--- src/rtl/dwt_line_sequencer.sv ---
// Front-end sequencer for the 9/7 lifting unit: packs raster samples into {odd, even}
// beats, flags sof/eol and appends one mirrored symmetric-extension beat per line.
module dwt_line_sequencer #(
  parameter int unsigned DataWidth       = 16,
  parameter int unsigned MaximumSideSize = 512,
  localparam int unsigned SizeW          = $clog2(MaximumSideSize) + 1
) (
  input  logic                   clk_i,
  input  logic                   rst_i,
  input  logic                   cfg_start_i,
  input  logic [SizeW-1:0]       cfg_width_i,
  input  logic [SizeW-1:0]       cfg_height_i,
  output logic                   busy_o,
  output logic                   done_o,
  output logic                   err_o,
  input  logic                   s_valid_i,
  output logic                   s_ready_o,
  input  logic [DataWidth-1:0]   s_data_i,
  output logic                   m_valid_o,
  input  logic                   m_ready_i,
  output logic                   m_sof_o,
  output logic                   m_eol_o,
  output logic [2*DataWidth-1:0] m_data_o
);

  typedef enum logic [1:0] {
    IDLE = 2'd0,
    EVEN = 2'd1,
    ODD  = 2'd2,
    EXT  = 2'd3
  } state_e;

  state_e                       state_q, state_d;
  logic [SizeW-1:0]             width_q, width_d;
  logic [SizeW-1:0]             height_q, height_d;
  logic [SizeW-1:0]             pair_cnt_q, pair_cnt_d;
  logic [SizeW-1:0]             line_cnt_q, line_cnt_d;
  logic [DataWidth-1:0]         even_q, even_d;
  // Index 2 is the newest sample of the line, index 0 the oldest of the three.
  logic [2:0][DataWidth-1:0]    hist_q, hist_d;
  logic                         m_valid_q, m_valid_d;
  logic                         m_sof_q, m_sof_d;
  logic                         m_eol_q, m_eol_d;
  logic                         m_last_q, m_last_d;
  logic [2*DataWidth-1:0]       m_data_q, m_data_d;
  logic                         err_q, err_d;

  logic out_free;
  logic cfg_legal;
  logic last_pair;
  logic last_line;

  assign out_free  = ~m_valid_q | m_ready_i;
  assign last_pair = (pair_cnt_q == ((width_q >> 1) - SizeW'(1)));
  assign last_line = (line_cnt_q == (height_q - SizeW'(1)));
  assign cfg_legal = ~cfg_width_i[0]
                   & (cfg_width_i >= SizeW'(4))
                   & (cfg_width_i <= SizeW'(MaximumSideSize))
                   & (cfg_height_i != '0)
                   & (cfg_height_i <= SizeW'(MaximumSideSize));

  assign s_ready_o = (state_q == EVEN) | ((state_q == ODD) & out_free);
  assign busy_o    = (state_q != IDLE) | m_valid_q;
  // The final EXT beat carries m_last; done coincides with its handshake.
  assign done_o    = m_valid_q & m_ready_i & m_last_q;
  assign err_o     = err_q;
  assign m_valid_o = m_valid_q;
  assign m_sof_o   = m_sof_q;
  assign m_eol_o   = m_eol_q;
  assign m_data_o  = m_data_q;

  // Next-state, counters, sample history and output register load.
  always_comb begin
    state_d    = state_q;
    width_d    = width_q;
    height_d   = height_q;
    pair_cnt_d = pair_cnt_q;
    line_cnt_d = line_cnt_q;
    even_d     = even_q;
    hist_d     = hist_q;
    m_valid_d  = m_valid_q;
    m_sof_d    = m_sof_q;
    m_eol_d    = m_eol_q;
    m_last_d   = m_last_q;
    m_data_d   = m_data_q;
    err_d      = 1'b0;

    if (m_valid_q && m_ready_i) begin
      m_valid_d = 1'b0;
    end

    case (state_q)
      IDLE: begin
        if (cfg_start_i && !m_valid_q) begin
          if (cfg_legal) begin
            width_d    = cfg_width_i;
            height_d   = cfg_height_i;
            pair_cnt_d = '0;
            line_cnt_d = '0;
            state_d    = EVEN;
          end else begin
            err_d = 1'b1;
          end
        end
      end
      EVEN: begin
        if (s_valid_i) begin
          even_d  = s_data_i;
          hist_d  = {s_data_i, hist_q[2], hist_q[1]};
          state_d = ODD;
        end
      end
      ODD: begin
        if (s_valid_i && out_free) begin
          hist_d    = {s_data_i, hist_q[2], hist_q[1]};
          m_valid_d = 1'b1;
          m_data_d  = {s_data_i, even_q};
          m_sof_d   = (pair_cnt_q == '0) && (line_cnt_q == '0);
          m_eol_d   = 1'b0;
          m_last_d  = 1'b0;
          if (last_pair) begin
            pair_cnt_d = '0;
            state_d    = EXT;
          end else begin
            pair_cnt_d = pair_cnt_q + SizeW'(1);
            state_d    = EVEN;
          end
        end
      end
      EXT: begin
        // Mirrored pair x[N], x[N+1] = x[N-2], x[N-3].
        if (out_free) begin
          m_valid_d = 1'b1;
          m_data_d  = {hist_q[0], hist_q[1]};
          m_sof_d   = 1'b0;
          m_eol_d   = 1'b1;
          m_last_d  = last_line;
          if (last_line) begin
            state_d = IDLE;
          end else begin
            line_cnt_d = line_cnt_q + SizeW'(1);
            state_d    = EVEN;
          end
        end
      end
      default: state_d = IDLE;
    endcase
  end

  always_ff @(posedge clk_i) begin
    if (rst_i) begin
      state_q    <= IDLE;
      width_q    <= '0;
      height_q   <= '0;
      pair_cnt_q <= '0;
      line_cnt_q <= '0;
      even_q     <= '0;
      hist_q     <= '0;
      m_valid_q  <= 1'b0;
      m_sof_q    <= 1'b0;
      m_eol_q    <= 1'b0;
      m_last_q   <= 1'b0;
      m_data_q   <= '0;
      err_q      <= 1'b0;
    end else begin
      state_q    <= state_d;
      width_q    <= width_d;
      height_q   <= height_d;
      pair_cnt_q <= pair_cnt_d;
      line_cnt_q <= line_cnt_d;
      even_q     <= even_d;
      hist_q     <= hist_d;
      m_valid_q  <= m_valid_d;
      m_sof_q    <= m_sof_d;
      m_eol_q    <= m_eol_d;
      m_last_q   <= m_last_d;
      m_data_q   <= m_data_d;
      err_q      <= err_d;
    end
  end

endmodule

--- config.mk ---
export PLATFORM = sky130hd
export DESIGN_NAME = dwt_line_sequencer
export DESIGN_NICKNAME = d
export VERILOG_FILES = /design/src/rtl/dwt_line_sequencer.sv
export SDC_FILE = /design/constraint.sdc
export NUM_CORES = 1
export LEC_CHECK = 0
export BUFFER_PORTS_ARGS = -buffer_cell sky130_fd_sc_hd__buf_2
export CAP_MARGIN = 0
export CELL_PAD_IN_SITES_DETAIL_PLACEMENT = 1
export CELL_PAD_IN_SITES_GLOBAL_PLACEMENT = 2
export CORE_AREA = 10 10 143 172
export DETAILED_ROUTE_END_ITERATION = 8
export DIE_AREA = 0 0 153 182
export PLACE_DENSITY_LB_ADDON = 0.1
export SLEW_MARGIN = 10
export SYNTH_ARGS = -nofsm -noshare
export SYNTH_HDL_FRONTEND = slang
export SYNTH_SLANG_ARGS = --single-unit
--- constraint.sdc ---
create_clock -name clk_i -period 2.3 [get_ports clk_i]
set_input_delay 0.115 -clock clk_i [delete_from_list [all_inputs] [get_ports clk_i]]
set_output_delay 0.115 -clock clk_i [all_outputs]
set_load 0.05 [all_outputs]
# After elaboration in Yosys (flattened, before gate mapping)
# Cells that the tools add are included.
# word_totals
reg_bits	143
in_bits	41
out_inout_bits	39
word_cells	104
# op_classes
n_addsub	4
magnitude_cmp	3
eq_ne	11
mux	35
bitwise	14
n_reduce_logical	22
# ops
operator	count
$mux W48	2
$pmux W48 S2	1
$mux W32	2
$pmux W32 S2	1
$mux W10	6
$pmux W10 S2	2
$add A10 B1 Y10 const B	2
$eq A10 B10 Y1	2
$le A10 B10 Y1 const B	2
$logic_not A10 Y1	2
$mux W2	6
$ge A10 B3 Y1 const B	1
$mux W1	10
$ne A2 B2 Y1 const B	5
$reduce_and A5 Y1	2
$reduce_bool A10 Y1	1
$reduce_bool A2 Y1	5
$sub A10 B1 Y10 const B	1
$sub A9 B1 Y10 const B	1
$reduce_and A3 Y1	3
$pmux W1 S2	4
$pmux W2 S4	1
$and A1 B1 Y1	7
$eq A2 B2 Y1 const B	2
10 further kinds	18

# Logic depth before layout (Yosys ltp)
# Gate-level depths: netlist of run 1.
# depth
ltp_word	8
depth_mapped	11

# Least setup slack after synthesis of run 1
# Ideal clock, no wire load.
# synth_path
kind	flip-flop to flip-flop
startpoint	register height_q[4]
endpoint	register line_cnt_q[7]
setup_time_ns	0.129
t_arrival_ns	2.466
t_required_ns	2.171
setup_slack_ns	-0.295
path_stages_with_launch	10
synth_period_minus_slack_ns	2.595
cell_sequence	dfxtp_1 > or4_4 > or4_1 > a211o_1 > o311a_1 > nor3_4 > o21a_4 > buf_6 > nor4_1 > mux2i_1
# synth_between
elab_chain_cells	4
# synth_rtl
element	line_no	rtl
start: declaration	35	logic [SizeW-1:0] height_q, height_d;
start signal: assignment	168	height_q <= height_d;
$sub A10 B1 Y10	55	assign last_line = (line_cnt_q == (height_q - SizeW'(1)));
$eq A10 B10 Y1	55	
$ne A2 B2 Y1 (no line)	-	
$reduce_and A5 Y1 (no line)	-	
end signal: assignment	170	line_cnt_q <= line_cnt_d;
end: declaration	37	logic [SizeW-1:0] line_cnt_q, line_cnt_d;
# Every way passes these cells.
# A chain may end at the register's enable or synchronous reset.

# Worst setup path after layout of run 1
# layout_path
startpoint	register height_q[6]
endpoint	register line_cnt_q[7]
# The elaborated chain is that of the path after synthesis.

==> impl_metrics.py, run 1 <==
metrics = {
    "power_and_ir_drop": {
        "intPower_mw": 4.58,
        "vdd_drop_max_mv": 0.484,
        "p_leak_nw": 3.02,
        "finalPower_mw": 7.02,
        "p_switching_mw": 2.44,
        "sw_frac_of_total_pct": 34.8,
        "combPwrFrac_pct": 22.4,
        "clockPowerShare_pct": 38.0,
        "p_per_area_mw_per_mm2": 860,
        "power_frac_seq_pct": 39.6,
    },
    "detailed_routing": {
        "vias": 6077,
        "totalWireLength_um": 21000,
        "drc": 0,
        "dr.first_iter.drc_count": 239,
        "wire_per_inst_um": 17.1,
        "drtPass1Iterations": 4,
        "avgViaCountPerCell": 4.94,
        "final_antenna_net_count": 0,
    },
    "yosys": {
        "synth.net_count": 869,
        "synth_area_leaders": "dfxtp_1, nand2_1, a21oi_1",
        "synth_seq_cells": 142,
        "synth_common_cells": "nand2_1, dfxtp_1, a21oi_1",
        "ys_types": 48,
        "synth.most_common_cell": "nand2_1",
        "async_flop_share_pct": 0,
        "synth_warnings": 0,
        "avgSynthCellArea_sq_um": 7.61,
        "ys.flop_type": "dfxtp_1",
        "synth_area_sq_mm": 0.00626,
        "synth_edf_count": 0,
        "synth_top_area_share_pct": 45.4,
        "synth_largest_area_cell": "dfxtp_1",
        "postSynthCellCount": 822,
        "seq_area_frac_synth_pct": 45.4,
    },
    "grt": {
        "track_usage_pct": 15.0,
        "grt_antenna_before_repair": 0,
        "grt_max_degree": 66,
        "grt_pass1_vias": 6629,
        "overflow": 0,
        "grt_pass1_wl_um": 34400,
    },
    "sta": {
        "max_freq_ghz": 0.384,
        "setup_ws_ps": -305,
        "hold_viol_final": 0,
        "min_period_ps": 2600,
        "skew_ps": 14.4,
        "rsz0062_at_grt": "yes",
        "setup_tns_ps": -3160,
        "report.final.slew_viol_count": 0,
        "min_period_over_period_pct": 113,
        "setup_viol": 12,
        "worst_pin_slew_ps": 560,
        "max_slew_margin_pct": 62.7,
    },
    "setup_path": {
        "reg2reg_to": "line_cnt_q[7]",
        "r2r-start": "height_q[6]",
        "critPathArrivalTime_ps": 2900,
        "cp.required_ps": 2590,
        "crit_path_end_kind": "flip-flop",
        "startpoint_type": "flip-flop",
        "cp_max_fo": 14,
        "r2r_cells": 8,
        "rrSetupSlack_ps": -300,
        "path_class": "flip-flop to flip-flop",
    },
    "floorplan": {
        "start_util_pct": 29.4,
        "die_width_um": 153,
        "die_height_um": 182,
        "num_rows": 59,
        "pin_count": 80,
        "fp.dieArea_sq_mm": 0.0278,
        "core-area_sq_mm": 0.0213,
    },
    "clocking": {
        "cts.root.buffer_cell": "clkbuf_16",
        "clock_path_buffers": 2,
        "cts.clk_slew.worst_paths_ps": 70,
        "cts.sinks": 142,
        "cts_buffers": 17,
        "insertion_delay_ps": 420,
        "htreeDepth": 4,
        "cts_tree": "done",
    },
    "layout": {
        "fin_area_sq_mm": 0.00816,
        "nets": 990,
        "diodes": 0,
        "area_growth_pct": 30.4,
        "final_layout_size_suffix_gt1_share_pct": 18.5,
    },
    "hold_path": {
        "min_from": "cfg_start_i",
        "hold_class": "primary input to flip-flop",
        "hold_path_depth": 4,
        "min_to": "err_o",
    },
    "placement": {
        "placed_area_sq_mm": 0.00717,
        "hpwl_um": 14500,
        "port_buffers": 79,
        "gp_congestion": 0.806,
    },
    "status": {
        "status": "finished with violations",
        "failed_checks": "negative setup slack",
    },
    "job": {
        "maxCapViolations": 0,
    },
}
[stage by stage]
step           utilization (%)  cells  worst slack [ps]  hold WS [ps]
2_1_floorplan                -    822              -263           251
3_3_place_gp              33.7   1162              -264           379
3_5_place_dp              33.7   1162              -332           379
4_1_cts                   38.2   1229              -319           152
5_1_grt                   38.4   1230              -414           194
6_report                  38.4   1230              -305           161
[sequential cells by signal, summed over array words and instances (netlist names)]
register,cells
m_eol_o,1
m_valid_o,1
width_q,9
even_q,16
line_cnt_q,10
height_q,10
hist_q,48
state_q,2
m_last_q,1
m_sof_o,1
pair_cnt_q,10
err_o,1
m_data_o,32
[cell families (layout without fill, tap and decap cells)]
logic type,count (synthesis),in the layout,share of synthesized area [%]
AND/OR/NAND/NOR,402,402,27.6
adder cells (fa/ha/maj),6,6,1.20
buffers and inverters,70,204,4.32
AO/OA/AOI/OAI,168,168,16.7
XOR/XNOR,31,31,4.34
flip-flops,142,142,45.4
multiplexers,3,3,0.480
[placed cells by master, fill, tap and decap left out, types with 5 or more instances in the layout]
cell type and instances:
ha_1 6, o31ai_1 5, nand3_1 11, inv_8 5
or4_1 5, nor2_1 66, xnor2_1 19, nor4_1 7
a21oi_1 98, xor2_1 11, nor3_1 11, buf_2 78
nand4_1 9, o21ai_0 5, or3_1 6, inv_1 14
nand2_1 250, nand2b_1 7, dfxtp_1 138, buf_4 42
dlygate4sd3_1 35, clkbuf_16 17, o21ai_1 6, a311oi_1 34
[power groups by stage]
| stage | registers [mW] | clock network [mW] | logic (mW) |
|---|---|---|---|
| finish | 2.78 | 2.67 | 1.57 |
| CTS | 2.78 | 2.75 | 1.58 |
| floorplan | 3.05 | 0 | 0.789 |
| detailed placement | 2.84 | 0 | 1.53 |
| global placement | 2.82 | 0 | 1.49 |
| global route | 2.81 | 2.85 | 1.73 |
[cell type report]
type | count | area, sq um
clock buffers | 18 | 429
clock inverters | 14 | 141
fillers | 2597 | 13100
inverters | 14 | 52.6
multi-input cells | 610 | 3230
flip-flops and latches | 142 | 2850
well taps | 274 | 343
repair buffers | 158 | 1120
[per-layer routing]
metal / global-route usage, % / share of wire (%) / routed length (um)
met5: 0 / 0 / 0
met3: 3.00 / 2.4 / 497
met1: 16.9 / 44 / 9320
met4: 3.82 / 0.83 / 175
met2: 27.8 / 53 / 11100
[worst max-delay path: stages (launching register included)]
cell     delay (ps)
dfxtp_2         320
or4_4           550
or4_1           490
a211o_1         300
o311a_1         150
nor3_4          230
o21a_4          240
nor4_1           80
mux2i_1         110
[worst max path at each step]
stage / startpoint / end / slack, ps / cells past startpoint
2_1_floorplan: height_q[3] / line_cnt_q[7] / -260 / 10
3_3_place_gp: height_q[6] / line_cnt_q[7] / -260 / 8
3_5_place_dp: height_q[6] / line_cnt_q[6] / -330 / 9
4_1_cts: height_q[6] / line_cnt_q[7] / -320 / 8
5_1_grt: height_q[6] / line_cnt_q[9] / -410 / 8
6_report: height_q[6] / line_cnt_q[7] / -300 / 8
[repair_timing]
item / 4_1_cts / 5_1_grt
resized for setup: 8 / 9
endpoints found under the hold margin: 65 / 0
hold buffers: 35 / 0
setup buffers: 0 / 1
setup endpoints to repair: 23 / 22
pin swaps: 2 / 6
No activity file was read; power rests on OpenSTA's default activity.
==> run 2, diff against run 1 <==
--- a/config.mk
+++ b/config.mk
@@ -5,13 +5,14 @@
 export SDC_FILE = /design/constraint.sdc
 export NUM_CORES = 1
 export LEC_CHECK = 0
+export ABC_AREA = 1
 export BUFFER_PORTS_ARGS = -buffer_cell sky130_fd_sc_hd__buf_2
 export CAP_MARGIN = 0
 export CELL_PAD_IN_SITES_DETAIL_PLACEMENT = 1
 export CELL_PAD_IN_SITES_GLOBAL_PLACEMENT = 2
-export CORE_AREA = 10 10 143 172
+export CORE_AREA = 10 10 149 179
 export DETAILED_ROUTE_END_ITERATION = 8
-export DIE_AREA = 0 0 153 182
+export DIE_AREA = 0 0 159 189
 export PLACE_DENSITY_LB_ADDON = 0.1
 export SLEW_MARGIN = 10
 export SYNTH_ARGS = -nofsm -noshare
==> run 2 against run 1 <==
  * The run now ends clean
  * Clock skew fell by 4.2 ps
  * Total power rose by 22%
  * Sequential power rose by 13%
  * Flip-flop and latch count did not move
  * Non-clock buffer count fell by 32
  * Clock-buffer cell count fell by 1
  * Worst setup slack improved by 500 ps
  * Utilization fell by 2.7 points
  * Worst hold slack got worse by 140 ps
  * Die area rose by 7.9%
  * Critical path type unchanged
==> impl_metrics.py, run 2 <==
metrics = {
    "floorplan": {
        "core-area_sq_mm": 0.0230,
        "die_height_um": 189,
        "fp.dieArea_sq_mm": 0.0301,
        "die_width_um": 159,
        "num_rows": 61,
        "start_util_pct": 28.7,
        "pin_count": 80,
    },
    "hold_path": {
        "hold_class": "primary input to flip-flop",
        "min_to": "height_q[8]",
        "hold_path_depth": 3,
        "min_from": "cfg_height_i[8]",
    },
    "layout": {
        "regMostFlops": "hist_q",
        "largest_register_ffs": 48,
        "diodes": 0,
        "layout_commonest_cell": "nand2_1",
        "final_cell_mix": "nand2_1, dfxtp_1, o21ai_0",
        "final_layout_size_suffix_gt1_share_pct": 15.5,
        "area_growth_pct": 24.5,
        "finalCoreUtilization_pct": 35.7,
        "fin_area_sq_mm": 0.00820,
        "nets": 1073,
    },
    "power_and_ir_drop": {
        "vdd_drop_max_mv": 0.609,
        "power_frac_seq_pct": 36.7,
        "p_per_area_mw_per_mm2": 1050,
        "intPower_mw": 5.10,
        "sw_frac_of_total_pct": 40.6,
        "combPwrFrac_pct": 31.6,
        "p_switching_mw": 3.49,
        "p_leak_nw": 3.35,
        "clockPowerShare_pct": 31.7,
        "finalPower_mw": 8.59,
    },
    "clocking": {
        "cts.clk_slew.worst_paths_ps": 70,
        "cts.sinks": 142,
        "cts_buffers": 17,
        "clock_path_buffers": 2,
        "htreeDepth": 4,
        "cts_tree": "done",
        "cts.root.buffer_cell": "clkbuf_16",
        "insertion_delay_ps": 430,
    },
    "sta": {
        "fin_hold_ws_ps": 19.7,
        "setup_tns_ps": 0,
        "report.final.slew_viol_count": 0,
        "min_period_over_period_pct": 91.5,
        "hold_viol_final": 0,
        "skew_ps": 10.2,
        "worst_pin_slew_ps": 496,
        "min_period_ps": 2100,
        "max_slew_margin_pct": 66.6,
        "setup_viol": 0,
        "max_freq_ghz": 0.475,
    },
    "yosys": {
        "synth_xor_xnor_area_share_pct": 2.93,
        "seq_area_frac_synth_pct": 43.2,
        "synthMuxAreaShare_pct": 0,
        "synth-simple-area-share_pct": 26.1,
        "ys.flop_type": "dfxtp_1",
        "synth_top_family_by_area": "simple AND/OR/NAND/NOR gates",
        "synth.most_common_cell": "nand2_1",
        "async_flop_share_pct": 0,
        "synth_seq_cells": 142,
        "ys_types": 32,
        "synth.net_count": 980,
        "synth_area_sq_mm": 0.00659,
        "synth_common_cells": "nand2_1, dfxtp_1, o21ai_0",
        "synth_top_area_share_pct": 43.2,
        "postSynthCellCount": 933,
        "synth_compound_area_share_pct": 18.1,
        "synth_area_leaders": "dfxtp_1, nand2_1, o21ai_0",
        "avgSynthCellArea_sq_um": 7.06,
        "synth_edf_count": 0,
        "synth_fa_ha_area_share_pct": 1.14,
        "synth_largest_area_cell": "dfxtp_1",
        "synth_warnings": 0,
    },
    "placement": {
        "hpwl_um": 15000,
        "placed_area_sq_mm": 0.00732,
        "port_buffers": 79,
        "gp_congestion": 0.812,
    },
    "grt": {
        "track_usage_pct": 14.6,
        "grt_pass1_wl_um": 35700,
        "overflow": 0,
        "grt_max_degree": 105,
        "grt_pass1_vias": 6696,
        "grt_antenna_before_repair": 0,
    },
    "detailed_routing": {
        "vias": 6389,
        "dr.first_iter.drc_count": 294,
        "final_antenna_net_count": 0,
        "drtPass1Iterations": 4,
        "wire_per_inst_um": 16.1,
        "totalWireLength_um": 21700,
        "drc": 0,
        "avgViaCountPerCell": 4.72,
    },
    "job": {
        "maxCapViolations": 0,
    },
    "setup_path": {
        "cp_max_fo": 11,
        "reg2reg_to": "line_cnt_q[0]",
        "r2r-start": "height_q[0]",
        "path_class": "flip-flop to flip-flop",
        "rrSetupSlack_ps": 200,
        "critPathArrivalTime_ps": 2420,
        "cp.required_ps": 2620,
        "startpoint": "height_q[0]",
        "startpoint_type": "flip-flop",
        "r2r_cells": 15,
        "crit_path_end_kind": "flip-flop",
    },
    "status": {
        "status": "finished clean",
    },
}
[run 2: how the worst max path moves through the flow]
| stage | slack, ps | cells past startpoint | to |
|---|---|---|---|
| 2_1_floorplan | 320 | 8 | hist_q[43] |
| 3_3_place_gp | 150 | 13 | pair_cnt_q[7] |
| 3_5_place_dp | 140 | 13 | pair_cnt_q[7] |
| 4_1_cts | 100 | 14 | pair_cnt_q[7] |
| 5_1_grt | -2 | 15 | line_cnt_q[0] |
| 6_report | 200 | 15 | line_cnt_q[0] |
[run 2: final cells by class]
class                   instances  area [sq um]
clock inverters                15           146
multi-input cells             651          3220
clock buffers                  17           425
inverters                      88           330
repair buffers                126           841
fillers                      2837         14800
well taps                     315           394
flip-flops and latches        142          2840
[run 2: cell families after synthesis]
family / count (synthesis)
AND/OR/NAND/NOR: 393
AO/OA/AOI/OAI: 229
flip-flops: 142
buffers and inverters: 141
XOR/XNOR: 22
adder cells (fa/ha/maj): 6
[run 2: power by group through the flow]
stage / Clock (mW) / Combinational [mW] / Sequential [mW]
after floorplan: 0 / 1.56 / 3.55
after global placement: 0 / 2.67 / 3.21
after detailed placement: 0 / 2.69 / 3.21
after CTS: 2.82 / 2.74 / 3.16
after global routing: 2.93 / 3.07 / 3.21
final: 2.72 / 2.72 / 3.15
[run 2: metrics by stage]
stage / instances / worst slack, ps
2_1_floorplan: 933 / 319
3_3_place_gp: 1294 / 155
3_5_place_dp: 1294 / 137
4_1_cts: 1353 / 100
5_1_grt: 1354 / -2.01
6_report: 1354 / 195
[run 2: layer usage]
| layer | track usage [%] | wire length, um | share of wire (%) |
|---|---|---|---|
| met1 | 17.6 | 10300 | 47 |
| met2 | 25.5 | 10600 | 49 |
| met3 | 2.82 | 509 | 2.3 |
| met4 | 4.53 | 291 | 1.3 |
| met5 | 0 | 0 | 0 |
[run 2: worst max-delay path, cell delays in order (launching register included)]
cell and delay (ps):
dfxtp_1 340, inv_1 100, ha_2 330, inv_1 40
nand2_1 60, nand2_1 50, nor2_1 110, nand3_1 80
nor2_1 90, nand3_1 120, nor2_4 150, nand3_4 180
nand3_4 170, nand2_1 70, nand2_1 70, nor2_1 50
[run 2: repair_timing]
action                                  4_1_cts  5_1_grt
hold buffers                                 27        0
endpoints found under the hold margin        53        0
buffers inserted                              0        0
gates resized for setup                       0        8
endpoints found under the setup margin        0       18
